**src/rtl/buffer_loader_if.sv**
```systemverilog
// Loader-side bundle: controller request, input byte stream, buffer write port and router window.
// master = controller/stream/buffer/router environment, slave = the loader itself.
interface buffer_loader_if #(
  parameter int Depth     = 32,
  parameter int DataWidth = 8,
  parameter int AddrWidth = $clog2(Depth)
);
  logic                 start;
  logic [AddrWidth-1:0] baseAddr;
  logic [AddrWidth:0]   length;
  logic                 inValid;
  logic [DataWidth-1:0] inData;
  logic                 inReady;
  logic                 writeEn;
  logic [AddrWidth-1:0] writeAddr;
  logic [DataWidth-1:0] dataOut;
  logic                 routeEn;
  logic [AddrWidth-1:0] startAddr;
  logic [AddrWidth-1:0] finalAddr;
  logic                 routeFinished;
  logic                 busy;
  logic                 done;
  logic                 error;

  modport master (
    output start, baseAddr, length, inValid, inData, routeFinished,
    input  inReady, writeEn, writeAddr, dataOut, routeEn, startAddr, finalAddr,
           busy, done, error
  );

  modport slave (
    input  start, baseAddr, length, inValid, inData, routeFinished,
    output inReady, writeEn, writeAddr, dataOut, routeEn, startAddr, finalAddr,
           busy, done, error
  );
endinterface

```
**src/rtl/buffer_loader.sv**
```systemverilog
// Loads length bytes into buffer[baseAddr..] then holds routeEn until routeFinished; write 1 cycle after beat, routeEn 2 after last beat, done 1 after finished.
// inReady is high for all of LOAD (no internal backpressure); LOADER_TIMEOUT_EN adds a route watchdog of TimeoutCycles.
module buffer_loader #(
  parameter int Depth     = 32,
  parameter int DataWidth = 8,
  parameter int AddrWidth = $clog2(Depth)
`ifdef LOADER_TIMEOUT_EN
  , parameter int TimeoutCycles = 64
`endif
) (
  input logic           clk,
  input logic           rst,
  buffer_loader_if.slave bus
);

  typedef enum logic [2:0] {IDLE, LOAD, FLUSH, ROUTE, DONE} state_t;

  localparam int CntW = AddrWidth + 1;
  localparam logic [AddrWidth+1:0] DepthW = (AddrWidth+2)'(Depth);

  state_t               state;
  logic [CntW-1:0]      count;
  logic [CntW-1:0]      lenQ;
  logic [CntW-1:0]      countNext;
  logic [AddrWidth+1:0] reqEnd;
  logic                 reqOk;
  logic                 beat;

  logic                 writeEnQ;
  logic [AddrWidth-1:0] writeAddrQ;
  logic [DataWidth-1:0] dataOutQ;
  logic                 routeEnQ;
  logic [AddrWidth-1:0] startAddrQ;
  logic [AddrWidth-1:0] finalAddrQ;
  logic                 doneQ;
  logic                 errorQ;

`ifdef LOADER_TIMEOUT_EN
  localparam int TmrW = $clog2(TimeoutCycles + 1);
  logic [TmrW-1:0] timer;
`endif

  // Extra headroom bit keeps baseAddr + length from wrapping before the Depth compare.
  assign reqEnd    = {2'b00, bus.baseAddr} + {1'b0, bus.length};
  assign reqOk     = (bus.length != '0) && (reqEnd <= DepthW);
  assign beat      = (state == LOAD) && bus.inValid;
  assign countNext = count + CntW'(1);

  always_ff @(posedge clk or negedge rst) begin
    if (!rst) begin
      state      <= IDLE;
      count      <= '0;
      lenQ       <= '0;
      writeEnQ   <= 1'b0;
      writeAddrQ <= '0;
      dataOutQ   <= '0;
      routeEnQ   <= 1'b0;
      startAddrQ <= '0;
      finalAddrQ <= '0;
      doneQ      <= 1'b0;
      errorQ     <= 1'b0;
`ifdef LOADER_TIMEOUT_EN
      timer      <= '0;
`endif
    end else begin
      writeEnQ <= 1'b0;
      doneQ    <= 1'b0;
      errorQ   <= 1'b0;
      case (state)
        IDLE: begin
          if (bus.start) begin
            if (reqOk) begin
              startAddrQ <= bus.baseAddr;
              finalAddrQ <= bus.baseAddr + bus.length[AddrWidth-1:0] - AddrWidth'(1);
              lenQ       <= bus.length;
              count      <= '0;
              state      <= LOAD;
            end else begin
              errorQ <= 1'b1;
            end
          end
        end
        LOAD: begin
          if (beat) begin
            writeEnQ   <= 1'b1;
            writeAddrQ <= startAddrQ + count[AddrWidth-1:0];
            dataOutQ   <= bus.inData;
            count      <= countNext;
            if (countNext == lenQ) state <= FLUSH;
          end
        end
        FLUSH: begin
          routeEnQ <= 1'b1;
          state    <= ROUTE;
`ifdef LOADER_TIMEOUT_EN
          timer    <= '0;
`endif
        end
        ROUTE: begin
          if (bus.routeFinished) begin
            routeEnQ <= 1'b0;
            doneQ    <= 1'b1;
            state    <= DONE;
`ifdef LOADER_TIMEOUT_EN
          end else if (timer == TmrW'(TimeoutCycles - 1)) begin
            routeEnQ <= 1'b0;
            errorQ   <= 1'b1;
            state    <= IDLE;
          end else begin
            timer <= timer + TmrW'(1);
`endif
          end
        end
        DONE:    state <= IDLE;
        default: state <= IDLE;
      endcase
    end
  end

  assign bus.inReady   = (state == LOAD);
  assign bus.busy      = (state != IDLE);
  assign bus.writeEn   = writeEnQ;
  assign bus.writeAddr = writeAddrQ;
  assign bus.dataOut   = dataOutQ;
  assign bus.routeEn   = routeEnQ;
  assign bus.startAddr = startAddrQ;
  assign bus.finalAddr = finalAddrQ;
  assign bus.done      = doneQ;
  assign bus.error     = errorQ;

endmodule

```
**src/flat_wrapper.sv**
```systemverilog
// flat-port wrapper written by rule: the top's interface ports become plain ports
module buffer_loader_flat 
#(
  parameter int Depth     = 32,
  parameter int DataWidth = 8,
  parameter int AddrWidth = $clog2(Depth)

)
  (clk, rst, bus_start, bus_baseAddr, bus_length, bus_inValid, bus_inData, bus_routeFinished, bus_inReady, bus_writeEn, bus_writeAddr, bus_dataOut, bus_routeEn, bus_startAddr, bus_finalAddr, bus_busy, bus_done, bus_error);
  buffer_loader_if #(.Depth(Depth), .DataWidth(DataWidth), .AddrWidth(AddrWidth)) bus_i ();
  input logic clk;
  input logic rst;
  input wire logic [$bits(bus_i.start)-1:0] bus_start;
  input wire logic [$bits(bus_i.baseAddr)-1:0] bus_baseAddr;
  input wire logic [$bits(bus_i.length)-1:0] bus_length;
  input wire logic [$bits(bus_i.inValid)-1:0] bus_inValid;
  input wire logic [$bits(bus_i.inData)-1:0] bus_inData;
  input wire logic [$bits(bus_i.routeFinished)-1:0] bus_routeFinished;
  output wire logic [$bits(bus_i.inReady)-1:0] bus_inReady;
  output wire logic [$bits(bus_i.writeEn)-1:0] bus_writeEn;
  output wire logic [$bits(bus_i.writeAddr)-1:0] bus_writeAddr;
  output wire logic [$bits(bus_i.dataOut)-1:0] bus_dataOut;
  output wire logic [$bits(bus_i.routeEn)-1:0] bus_routeEn;
  output wire logic [$bits(bus_i.startAddr)-1:0] bus_startAddr;
  output wire logic [$bits(bus_i.finalAddr)-1:0] bus_finalAddr;
  output wire logic [$bits(bus_i.busy)-1:0] bus_busy;
  output wire logic [$bits(bus_i.done)-1:0] bus_done;
  output wire logic [$bits(bus_i.error)-1:0] bus_error;
  assign bus_i.start = bus_start;
  assign bus_i.baseAddr = bus_baseAddr;
  assign bus_i.length = bus_length;
  assign bus_i.inValid = bus_inValid;
  assign bus_i.inData = bus_inData;
  assign bus_i.routeFinished = bus_routeFinished;
  assign bus_inReady = bus_i.inReady;
  assign bus_writeEn = bus_i.writeEn;
  assign bus_writeAddr = bus_i.writeAddr;
  assign bus_dataOut = bus_i.dataOut;
  assign bus_routeEn = bus_i.routeEn;
  assign bus_startAddr = bus_i.startAddr;
  assign bus_finalAddr = bus_i.finalAddr;
  assign bus_busy = bus_i.busy;
  assign bus_done = bus_i.done;
  assign bus_error = bus_i.error;
  buffer_loader #(.Depth(Depth), .DataWidth(DataWidth), .AddrWidth(AddrWidth)) u_core (.clk(clk), .rst(rst), .bus(bus_i));
endmodule
```
**config.mk**
```make
export PLATFORM = sky130hd
export DESIGN_NAME = buffer_loader_flat
export DESIGN_NICKNAME = d
export VERILOG_FILES = /design/src/rtl/buffer_loader_if.sv /design/src/rtl/buffer_loader.sv /design/src/flat_wrapper.sv
export SDC_FILE = /design/constraint.sdc
export NUM_CORES = 1
export LEC_CHECK = 0
export CORE_MARGIN = 4
export CORE_UTILIZATION = 35
export DETAILED_ROUTE_END_ITERATION = 8
export GPL_ROUTABILITY_DRIVEN = 0
export GPL_TIMING_DRIVEN = 0
export HOLD_SLACK_MARGIN = 0.03
export PLACE_DENSITY = 0.62
export SYNTH_ARGS = -nofsm -noshare
export SYNTH_HDL_FRONTEND = slang
export SYNTH_SLANG_ARGS = --single-unit
```
**constraint.sdc**
```tcl
create_clock -name clk -period 2.35 [get_ports clk]
set_clock_uncertainty 0.05 [all_clocks]
set_input_delay 0.47 -clock clk [delete_from_list [all_inputs] [get_ports clk]]
set_output_delay 0.47 -clock clk [all_outputs]
set_load 0.02 [all_outputs]
```
-- After elaboration in Yosys (flattened, before gate mapping)
Index checks and enable logic that the tools add are counted.
- logic and storage cells: 57
- bits of input ports: 24
- bits in registers: 42
- output and inout port bits: 29
- $lt $le $gt $ge: 1
- add/subtract/negate cells: 5
- equality and inequality tests: 9
- multiplexer cells: 19
- reduce and logical (&&, ||, !) cells: 12
- operator list (cell ; number):
    $mux W6 ; 3
    $mux W3 ; 5
    $pmux W3 S4 ; 1
    $pmux W6 S2 ; 1
    $add A5 B5 Y5 ; 2
    $mux W1 ; 8
    $add A5 B6 Y7 ; 1
    $le A7 B6 Y1 const B ; 1
    $add A6 B1 Y6 const B ; 1
    $eq A3 B2 Y1 const B ; 2
    $eq A6 B6 Y1 ; 1
    $ne A2 B1 Y1 const B ; 3
    $reduce_bool A6 Y1 ; 1
    $reduce_and A5 Y1 ; 1
    $sub A5 B1 Y5 const B ; 1
    $ne A2 B2 Y1 const B ; 2
    $reduce_and A2 Y1 ; 2
    $reduce_and A4 Y1 ; 1
    $reduce_bool A2 Y1 ; 2
    $eq A3 B1 Y1 const B ; 1
    $logic_not A3 Y1 ; 1
    $reduce_and A3 Y1 ; 1
    $reduce_bool A3 Y1 ; 1
    $logic_and A1 B1 Y1 ; 2
    $pmux W1 S2 ; 1

-- Longest topological paths before layout
Gate-level depths: netlist (run 1).
- depth after elaboration: 6
- gate-level depth with buffers: 8
- gate-level depth less buffers: 8

-- Worst setup path before layout (run 1)
Ideal clock, no wire load.
- kind: input to register
- start: input bus_length[0]
- end: register u_core.startAddrQ[2] (netlist: u_core.bus.startAddr[2])
- slack: -0.316 ns
- required time: 2.175 ns
- path buffers: 1
- arrival: 2.491 ns
- setup time: 0.125 ns
- stages on the path: 8
- path through: ha_1 > fa_1 > xor2_1 > nor3_1 > o221ai_1 > a211oi_4 > buf_12 > mux2_4
- word-level cells in the longest chain between the ends: 4
- elaborated cells on any way between the ends: 5
- those cells by class: 1 x add/sub; 1 x order compare; 3 x reduce/logical
- RTL lines (item ; line ; text):
    start, declared ; flat_wrapper.sv:15 ; input wire logic [$bits(bus_i.length)-1:0] bus_length;
    $add A5 B6 Y7 ; buffer_loader.sv:44 ; assign reqEnd = {2'b00, bus.baseAddr} + {1'b0, bus.length};
    $le A7 B6 Y1 ; buffer_loader.sv:45 ; assign reqOk = (bus.length != '0) && (reqEnd <= DepthW);
    $logic_and A1 B1 Y1 (*) ; buffer_loader.sv:45 ;
    $reduce_and A3 Y1 (no source line) (*) ; n/a ;
    end signal, assigned ; buffer_loader.sv:73 ; startAddrQ <= bus.baseAddr;
    end, declared ; buffer_loader.sv:33 ; logic [AddrWidth-1:0] startAddrQ;
Every way passes the cells marked *; elsewhere a longest branch is shown, timed or not.
A chain may end at the register's enable or synchronous reset.

-- Final worst setup path (run 1)
- start: input bus_length[0]
- end: register u_core.startAddrQ[3] (netlist: u_core.bus.startAddr[3])
Same word-level chain as after synthesis.

==> metrics.cfg, run 1 <==
[run_status]
outcome = finished clean

[sta]
max_freq_ghz = 0.4320
finalCritPeriodShare_pct = 98.49
slew_headroom_pct = 66.60
tns_ps = 0
finalCriticalPeriod_ps = 2315
finalSetupViolations = 0
hold_viol = 0
tightest_slew_ps = 501.0
grt_setup_unrepaired = yes
report.final.slew_viol_count = 0

[global_route]
grt_usage_pct = 14.59
grt_pass1_wl_um = 9832
grt-ovfl-total = 0
grt_pass1_vias = 2014
antenna_found_initial = 0
grt_max_degree = 26

[floorplan]
core_area_um2 = 6832
fp.dieW_um = 92.18
initial_core_util_pct = 36.30
io_pins = 53
std_cell_rows = 30
die_y_um = 92.18
die-area_um2 = 8496

[routing]
ant_nets = 0
post_drt_wl_per_cell_um = 14.31
drc = 0
viasPerCell = 4.802
wl_um = 6010
vias = 2017
drt_iter0_drc = 56
dr.pass1.iters = 4

[pwr]
p_leak_uw = 0.001628
clock_power_share_pct = 13.8
powerDensity_nw_per_um2 = 1200
p_int_uw = 2573
comb_power_share_pct = 54.5
sw_frac_of_total_pct = 39.46
pwr-share-seq_pct = 31.8
p_switching_uw = 1677
peakVddDrop_mv = 0.5592

[logic_synthesis]
yosys.area.top_type_share_pct = 42.38
synth_area_per_cell_um2 = 9.959
synth_cells = 249
syn_nets = 293
seq_area_frac_synth_pct = 42.38
yosys_warnings = 0
synthTopCellsByArea = dfrtp_1 42%, ha_1 8.6%, nand2_1 6.1%
yosys.cell_types.count = 39
synth_area_um2 = 2480
ys.flop_type = dfrtp_1
synth_top_cell_by_area = dfrtp_1
async_flop_share_pct = 100.0
synth_edf_count = 0
synth_seq_cells = 42

[critical_path]
crit_slowest_cell = fa_2
crit_chain = buf_8 -> ha_4 -> fa_2 -> xor2_2 -> nor3_2 -> o221ai_2 -> a211oi_4 -> buf_6 -> buf_12 -> mux2_4
critical_path_required_ps = 2470
slowest_delay_ps = 410
cp_max_fo = 5
cp.arrival_ps = 2440
cp-start-kind = input pin
crit_type = in2reg
endpoint_kind = register

[finish]
final_common_cell = dfrtp_1
design_area_um2 = 3542
drive_gt1_share_pct = 22.53
n_antenna_cell = 0
multi_input_area_um2 = 1444
nFillCells = 648
syn_to_final_growth_pct = 42.84
final_cell_mix = 42 x dfrtp_1, 40 x nand2_1, 38 x clkdlybuf4s50_1
regArea_um2 = 1051
final_nets = 368

[clocking]
cts_root_buf = clkbuf_8
cts_tree = yes
cts_buffers = 5
clkLatencyLatePin_ps = 290
clk_pin_slew_worst_paths_ps = 80
max-clock-path-buffers = 2
htreeDepth = 2
cts.sinks = 42

[run]
maxCapViolCount = 0

[placement]
dpl_cell_area_um2 = 3157
dp.final_hpwl_um = 4381
port_buffers = 52

[hold_path]
hp-class = in2async

[synth_stat cells, types with 2 or more instances]
cell	count
a211oi_1	2
a21o_1	3
a21oi_1	7
a311oi_1	2
a31oi_1	2
clkbuf_1	7
dfrtp_1	42
fa_1	3
ha_1	17
inv_1	28
mux2_2	6
mux2_4	7
mux2i_1	6
nand2_1	40
nand2b_1	4
nand3_1	5
nor2_1	9
nor2b_1	3
nor3_1	6
nor3b_1	3
o21a_1	3
o21ai_0	13
o31ai_1	3
xnor2_1	8
xor2_1	6
[power by group through the flow]
stage | registers, µW | logic [µW] | clock network [µW]
after global placement | 1330 | 2150 | 0
after floorplan | 1550 | 1140 | 0
after detailed placement | 1350 | 2180 | 0
after CTS | 1340 | 2290 | 607
final | 1350 | 2310 | 585
after global routing | 1410 | 2560 | 629
[critical path, delay by kind of cell]
kind,cells,cell delay [ps]
adders and majority gates,2,570
buffers and inverters,3,410
AOI/OAI and AO/OA,2,380
muxes,1,300
and+or+nand+nor,1,170
xor gates and xnor gates,1,150
[state kept, by name (all words and copies together) (netlist names)]
signal                cells
u_core.bus.dataOut        8
u_core.bus.done           1
u_core.bus.error          1
u_core.bus.finalAddr      5
u_core.bus.routeEn        1
u_core.bus.startAddr      5
u_core.bus.writeAddr      5
u_core.bus.writeEn        1
u_core.count              6
u_core.lenQ               6
u_core.state              3
[per-layer routing]
layer  GRT usage (%)  share of wire, %  wire length [µm]
met1           18.79                46              2760
met2           24.82                50              3009
met3           3.117               3.2               194
met4           3.837              0.77                46
met5               0                 0                 0
[timing repair]
action,4_1_cts,5_1_grt
setup buffers,13,4
endpoints found under the setup margin,26,23
gates resized for setup,62,20
hold buffers,0,0
pin swaps,12,11
gates cloned,1,0
[metrics by stage]
step,cells,setup WS (ps),hold slack [ps],utilization [%],total power [µW]
global placement,397,-1052,408.6,45.99,3480
global route,420,-19.08,84.05,51.85,4592
detailed placement,398,-1039,395.3,46.21,3530
finish,420,35.42,64.15,51.85,4250
CTS,419,-70.98,69.57,51.04,4230
floorplan,249,-182.3,124.4,-,2692
[final cells by class]
type | count | share of cell area (%)
Multi-Input combinational cell | 171 | 40.76
Buffer | 6 | 0.6358
Tap cell | 96 | 3.391
Inverter | 28 | 2.967
Clock buffer | 6 | 2.331
Clock inverter | 1 | 0.8478
Timing Repair Buffer | 70 | 19.39
Sequential cell | 42 | 29.67
[final timing paths]
kind,from,to,cells past startpoint,slack [ps]
hold / removal,rst,u_core.state[1],1,60
setup / recovery,bus_length[0],u_core.bus.startAddr[3],10,40
max in group asynchronous,rst,u_core.bus.startAddr[3],2,1690
hold reg to reg,u_core.bus.writeAddr[0],u_core.bus.writeAddr[0],2,430
setup reg to reg,u_core.state[0],u_core.bus.writeAddr[0],8,260
min in group clk,bus_length[3],u_core.lenQ[3],2,420
[logic make-up after synthesis]
family / count (synthesis) / synth area share (%)
compound gates: 43 / 12.31
xor+xnor: 14 / 4.945
fa+ha+maj: 20 / 11.00
buf+inv: 36 / 6.105
flops: 42 / 42.38
mux: 19 / 9.384
simple gates: 75 / 13.87
No activity file was read; power rests on OpenSTA's default activity.
==> run 2, diff against run 1 <==
--- a/config.mk
+++ b/config.mk
@@ -6,12 +6,12 @@
 export NUM_CORES = 1
 export LEC_CHECK = 0
 export CORE_MARGIN = 4
-export CORE_UTILIZATION = 35
+export CORE_UTILIZATION = 50
 export DETAILED_ROUTE_END_ITERATION = 8
 export GPL_ROUTABILITY_DRIVEN = 0
 export GPL_TIMING_DRIVEN = 0
 export HOLD_SLACK_MARGIN = 0.03
-export PLACE_DENSITY = 0.62
+export PLACE_DENSITY_LB_ADDON = 0.05
 export SYNTH_ARGS = -nofsm -noshare
 export SYNTH_HDL_FRONTEND = slang
 export SYNTH_SLANG_ARGS = --single-unit
==> metrics.cfg, run 2 (synthesis gave the netlist of run 1 again) <==
[run_status]
outcome = finished with violations  ; was finished clean
violations = setup timing

[routing]
drc = 0  ; unchanged
vias = 2032  ; was 2017
ant_nets = 0  ; unchanged
dr.pass1.iters = 4  ; unchanged
wl_um = 5641  ; was 6010 µm
drt_iter0_drc = 98  ; was 56
viasPerCell = 5.157  ; was 4.802
post_drt_wl_per_cell_um = 14.32  ; was 14.31 µm

[global_route]
antenna_found_initial = 0  ; unchanged
gr-usage-met1_pct = 25.83  ; was 18.79%
grt_pass1_wl_um = 9860  ; was 9832 µm
grt.met3_usage_pct = 3.670  ; was 3.117%
grt_max_degree = 39  ; was 26
busiest_layer = met2  ; unchanged
grt_pass1_vias = 2090  ; was 2014
grt_util_met2_pct = 35.02  ; was 24.82%
grt-ovfl-total = 0  ; unchanged
grt_usage_pct = 20.33  ; was 14.59%

[finish]
drive_gt1_share_pct = 22.02  ; was 22.53%
final_common_cell = dfrtp_1  ; unchanged
syn_to_final_growth_pct = 39.86  ; was 42.84%
largest_reg_flops = 8  ; unchanged
fin_cells = 394  ; was 420
regArea_um2 = 1051  ; unchanged
multi_input_area_um2 = 1398  ; was 1444 µm²
nFillCells = 361  ; was 648
final_nets = 370  ; was 368
n_antenna_cell = 0  ; unchanged
final_cell_mix = 42 x dfrtp_1, 40 x nand2_1, 38 x clkdlybuf4s50_1  ; unchanged

[critical_path]
r2r-end = u_core.lenQ[1]  ; was u_core.bus.writeAddr[0]
slowest_delay_ps = 560  ; was 410 ps
worstReg2RegStart = u_core.state[1]  ; was u_core.state[0]
cp-start-kind = input pin  ; unchanged
critical_path_required_ps = 2480  ; was 2470 ps
cp.arrival_ps = 2510  ; was 2440 ps
endpoint_kind = register  ; unchanged
crit_chain = clkbuf_4 -> inv_1 -> ha_4 -> a211oi_4 -> or4b_4 -> o311ai_4 -> a211oi_4 -> buf_12 -> buf_12 -> buf_12 -> mux2_4  ; was buf_8 -> ha_4 -> fa_2 -> xor2_2 -> nor3_2 -> o221ai_2 -> a211oi_4 -> buf_6 -> buf_12 -> mux2_4
path_buf_inv = 5  ; was 3
r2r_slack_ps = 400  ; was 260 ps
reg2regPathDepth = 8  ; unchanged
crit_slowest_cell = or4b_4  ; was fa_2
critPathTopFamily = buffers and inverters  ; was adder cells
crit_type = in2reg  ; unchanged
cp_max_fo = 5  ; unchanged
critPathMostFrequentCell = buf_12

[sta]
tns_ps = -152.1  ; was 0 ps
finalSetupViolations = 8  ; was 0
finalCriticalPeriod_ps = 2380  ; was 2315 ps
max_freq_ghz = 0.4201  ; was 0.4320 GHz
finalCritPeriodShare_pct = 101.3  ; was 98.49%
report.final.slew_viol_count = 0  ; unchanged
hold_viol = 0  ; unchanged
slew_headroom_pct = 68.52  ; was 66.60%
setup_ws_ps = -30.42  ; was 35.42 ps
fin_worst_hold_slack_ps = 403.0  ; was 64.15 ps
grt_setup_unrepaired = yes  ; unchanged
tightest_slew_ps = 471.4  ; was 501.0 ps

[floorplan]
fp.dieW_um = 78.43  ; was 92.18 µm
die-area_um2 = 6150  ; was 8496 µm²
initial_core_util_pct = 52.16  ; was 36.30%
std_cell_rows = 25  ; was 30
core_area_um2 = 4755  ; was 6832 µm²
io_pins = 53  ; unchanged
die_y_um = 78.43  ; was 92.18 µm

[placement]
place_inst = 369  ; was 398
port_buffers = 52  ; unchanged
dp.final_hpwl_um = 3975  ; was 4381 µm

[clocking]
cts_buffers = 5  ; unchanged
cts_root_buf = clkbuf_8  ; unchanged
htreeDepth = 2  ; unchanged
max-clock-path-buffers = 2  ; unchanged
clkLatencyLatePin_ps = 300  ; was 290 ps
cts.sinks = 42  ; unchanged
cts_tree = yes  ; unchanged
clk_pin_slew_worst_paths_ps = 90  ; was 80 ps

[hold_path]
hold_depth = 2
hp-class = in2reg  ; was in2async
hp-start = bus_baseAddr[2]
holdPathEnd = u_core.bus.startAddr[2]

[pwr]
peakVddDrop_mv = 0.5977  ; was 0.5592 mV
p_leak_uw = 0.001603  ; was 0.001628 µW
powerDensity_nw_per_um2 = 1183  ; was 1200 nW/µm²

[run]
maxCapViolCount = 0  ; unchanged

-- run 2: cell types whose count changed in the layout (fill, tap and decap cells not counted), moves of 2 or more --
cell    change
buf_12      +2
mux2_4      -6
mux2_2      +6
buf_4       +3
buf_6       -4
-- run 2: metrics by stage --
step                      worst slack (ps)  power [µW]  instance area, µm²  utilization, %
final                               -30.42        4104                3468           72.95
after global routing                -73.01        4433                3468           72.95
after CTS                           -67.35        4102                3447           72.50
after detailed placement            -982.9        3514                3120           65.63
after global placement               -1020        3464                3105           65.32
after floorplan                     -182.3        2692                2501               -
-- run 2: layout make-up --
type / instances / share of cell area, %
plain buffers: 7 / 1.227
clock inverters: 3 / 0.7215
flip-flops and latches: 42 / 30.30
multi-input cells: 171 / 40.30
well taps: 67 / 2.417
clock buffers: 5 / 1.984
repair buffers: 71 / 20.02
inverters: 28 / 3.030
-- run 2: what timing repair did --
action	in CTS	in global routing
pin swaps	13	8
endpoints found under the setup margin	26	20
hold endpoints to repair	4	0
setup buffers	14	2
gates resized for setup	57	11
hold buffers	1	0
cloned	1	0
-- run 2: worst max path at each step --
| stage | startpoint | endpoint | slack, ps | cells after the start |
|---|---|---|---|---|
| after CTS | bus_baseAddr[0] | u_core.lenQ[4] | -70 | 11 |
| after detailed placement | bus_length[2] | u_core.lenQ[4] | -980 | 9 |
| after global routing | bus_baseAddr[0] | u_core.lenQ[3] | -70 | 11 |
| after floorplan | bus_length[0] | u_core.bus.startAddr[2] | -180 | 8 |
| after global placement | bus_length[0] | u_core.lenQ[4] | -1020 | 9 |
| final | bus_length[1] | u_core.lenQ[1] | -30 | 11 |
-- run 2: where the power goes --
group	leakage [µW]	internal, µW	switching (µW)
logic	0.00105	1140	1120
clock network	0.0000447	215	278
registers	0.000512	1060	288
-- run 2: routing by layer --
layer	up-vias	routed length (µm)
met5	-	0
met4	0	57
met3	5	192
met2	41	2852
met1	987	2539
li1	999	-
==> run 3, diff against run 2 <==
--- a/config.mk
+++ b/config.mk
@@ -5,11 +5,12 @@
 export SDC_FILE = /design/constraint.sdc
 export NUM_CORES = 1
 export LEC_CHECK = 0
+export ABC_AREA = 1
 export CORE_MARGIN = 4
 export CORE_UTILIZATION = 50
 export DETAILED_ROUTE_END_ITERATION = 8
+export DONT_BUFFER_PORTS = 1
 export GPL_ROUTABILITY_DRIVEN = 0
-export GPL_TIMING_DRIVEN = 0
 export HOLD_SLACK_MARGIN = 0.03
 export PLACE_DENSITY_LB_ADDON = 0.05
 export SYNTH_ARGS = -nofsm -noshare
==> metrics.cfg, run 3 <==
[logic_synthesis]
yosys_warnings = 0  ; unchanged
synth_cells = 317  ; was 249
synth_area_per_cell_um2 = 8.083  ; was 9.959 µm²
yosys.cell_types.count = 27  ; was 39
yosys.area.top_type_share_pct = 41.02  ; was 42.38%
synth_area_um2 = 2562  ; was 2480 µm²
ys.flop_type = dfrtp_1  ; unchanged
syn_nets = 361  ; was 293
synth_seq_cells = 42  ; unchanged
synth_common_cells = 106 x nand2_1, 42 x dfrtp_1, 40 x inv_1  ; was 42 x dfrtp_1, 40 x nand2_1, 28 x inv_1
synth_edf_count = 0  ; unchanged
synthTopCellsByArea = dfrtp_1 41%, nand2_1 16%, ha_1 8.3%  ; was dfrtp_1 42%, ha_1 8.6%, nand2_1 6.1%
yosysMostFrequentCell = nand2_1  ; was dfrtp_1
seq_area_frac_synth_pct = 41.02  ; was 42.38%
async_flop_share_pct = 100.0  ; unchanged
synth_top_cell_by_area = dfrtp_1  ; unchanged

[sta]
grt_setup_unrepaired = no  ; was yes
tightest_slew_ps = 542.5  ; was 471.4 ps
finalCriticalPeriod_ps = 2119  ; was 2380 ps
tns_ps = 0  ; was -152.1 ps
finalCritPeriodShare_pct = 90.19  ; was 101.3%
slew_headroom_pct = 63.64  ; was 68.52%
fin_worst_hold_slack_ps = 226.9  ; was 403.0 ps
hold_viol = 0  ; unchanged
report.final.slew_viol_count = 0  ; unchanged
finalSetupViolations = 0  ; was 8
max_freq_ghz = 0.4718  ; was 0.4201 GHz

[critical_path]
cp.arrival_ps = 2250  ; was 2510 ps
cp-start-kind = input pin  ; unchanged
cp_max_fo = 9  ; was 5
critPathMostFrequentCell = nand2_1  ; was buf_12
crit_slowest_cell = fa_1  ; was or4b_4
critical_path_required_ps = 2480  ; about the same
crit_type = in2reg  ; unchanged
crit_chain = ha_1 -> fa_1 -> or2_2 -> nor2_2 -> nand2_1 -> nor2_1 -> nand2_1 -> nand2_2 -> nand2_1 -> nand2_4 -> nand2_4 -> nand2_1 -> nand2_1  ; was clkbuf_4 -> inv_1 -> ha_4 -> a211oi_4 -> or4b_4 -> o311ai_4 -> a211oi_4 -> buf_12 -> buf_12 -> buf_12 -> mux2_4
slowest_delay_ps = 420  ; was 560 ps
endpoint_kind = register  ; unchanged

[placement]
port_buffers = 0  ; was 52
dp.final_hpwl_um = 3883  ; was 3975 µm
place_inst = 381  ; was 369
dpl_cell_area_um2 = 2633  ; was 3120 µm²

[pwr]
powerDensity_nw_per_um2 = 1120  ; was 1183 nW/µm²
p_leak_uw = 0.001441  ; was 0.001603 µW
peakVddDrop_mv = 0.4903  ; was 0.5977 mV

[finish]
final_common_cell = nand2_1  ; was dfrtp_1
largest_reg_flops = 8  ; unchanged
nFillCells = 452  ; was 361
final_nets = 367  ; was 370
fin_cells = 391  ; was 394
final_cell_mix = 106 x nand2_1, 42 x dfrtp_1, 40 x inv_1  ; was 42 x dfrtp_1, 40 x nand2_1, 38 x clkdlybuf4s50_1
final_util_pct = 56.88  ; was 72.95%
drive_gt1_share_pct = 11.42  ; was 22.02%
syn_to_final_growth_pct = 7.617  ; was 39.86%
design_area_um2 = 2758  ; was 3468 µm²
n_antenna_cell = 0  ; unchanged

[clocking]
max-clock-path-buffers = 2  ; unchanged
cts_tree = yes  ; unchanged
cts_setup_buffers = 0  ; was 14
cts.sinks = 42  ; unchanged
clkLatencyLatePin_ps = 300  ; about the same
cts_buffers = 5  ; unchanged
clk_pin_slew_worst_paths_ps = 80  ; was 90 ps
htreeDepth = 2  ; unchanged
cts_root_buf = clkbuf_8  ; unchanged

[floorplan]
io_pins = 53  ; unchanged
initial_core_util_pct = 52.85  ; was 52.16%
std_cell_rows = 25  ; unchanged
core_area_um2 = 4848  ; was 4755 µm²
fp.dieW_um = 79.59  ; was 78.43 µm
die_y_um = 79.59  ; was 78.43 µm
die-area_um2 = 6335  ; was 6150 µm²

[global_route]
grt-ovfl-total = 0  ; unchanged
grt_pass1_wl_um = 8694  ; was 9860 µm
grt_max_degree = 43  ; was 39
grt_usage_pct = 17.73  ; was 20.33%
antenna_found_initial = 0  ; unchanged
grt_pass1_vias = 1890  ; was 2090

[routing]
ant_nets = 0  ; unchanged
wl_um = 5043  ; was 5641 µm
vias = 1941  ; was 2032
dr.pass1.iters = 4  ; unchanged
drt_iter0_drc = 72  ; was 98
viasPerCell = 4.964  ; was 5.157
drc = 0  ; unchanged
post_drt_wl_per_cell_um = 12.90  ; was 14.32 µm

[hold_path]
hp-class = in2reg  ; unchanged

[run_status]
outcome = finished clean  ; was finished with violations

[run]
maxCapViolCount = 0  ; unchanged

==> run 3: layout make-up <==
| class | count | area [µm²] | area share [%] |
|---|---|---|---|
| multi-input cells | 227 | 1305 | 47.32 |
| flip-flops and latches | 42 | 1051 | 38.11 |
| inverters | 42 | 157.7 | 5.717 |
| well taps | 67 | 83.83 | 3.040 |
| clock buffers | 6 | 82.58 | 2.995 |
| repair buffers | 5 | 65.06 | 2.359 |
| clock inverters | 2 | 12.51 | 0.4537 |
==> run 3: path summary, 6_finish.rpt <==
kind	start	end	slack (ps)	cells after the start
worst min register to register	u_core.lenQ[3]	u_core.lenQ[3]	440	2
worst max-delay path	bus_length[0]	u_core.count[4]	230	13
worst max register to register	u_core.count[0]	u_core.bus.writeAddr[4]	460	6
min in group asynchronous	rst	u_core.bus.writeEn	580	2
max in group asynchronous	rst	u_core.count[0]	1470	2
worst min-delay path	bus_inData[7]	u_core.bus.dataOut[7]	230	2
==> run 3: layer usage <==
layer  track usage [%]  up-vias  routed length [µm]
li1                  -     1019                   -
met1             23.43      867                2420
met2             27.55       49                2187
met3             4.966        6                 354
met4             6.701        0                  80
met5                 0        -                   0
==> run 3: repair_timing <==
action                    CTS  global route
gates resized for setup     0             0
hold buffers                2             0
hold endpoints to repair   42             0
==> run 3: stage by stage <==
step                      worst slack [ps]  total power (µW)
after floorplan                      44.63              2375
after global placement              -71.62              2591
after detailed placement            -93.12              2616
after CTS                            217.3              3136
after global routing                 48.23              3369
final                                230.5              3089
==> run 3: cells by family (layout without fill, tap and decap cells) <==
group	Yosys count	count (layout)	synth area share, %
AO/OA/AOI/OAI	35	35	9.375
XOR/XNOR	9	9	3.076
adder cells (fa/ha/maj)	20	20	10.64
buffers and inverters	48	55	8.056
flip-flops	42	42	41.02
AND/OR/NAND/NOR	163	163	27.83
==> run 3: worst max-delay path, delay by kind of cell <==
kind          cells  cell delay, ps
simple gates     11            1150
fa+ha+maj         2             630
==> run 3: report_power, final <==
part           switching [µW]  total, µW  internal, µW
combinational             673       1090           422
clock                     251        487           236
sequential                502       1510          1000
total                    1430       3090          1660
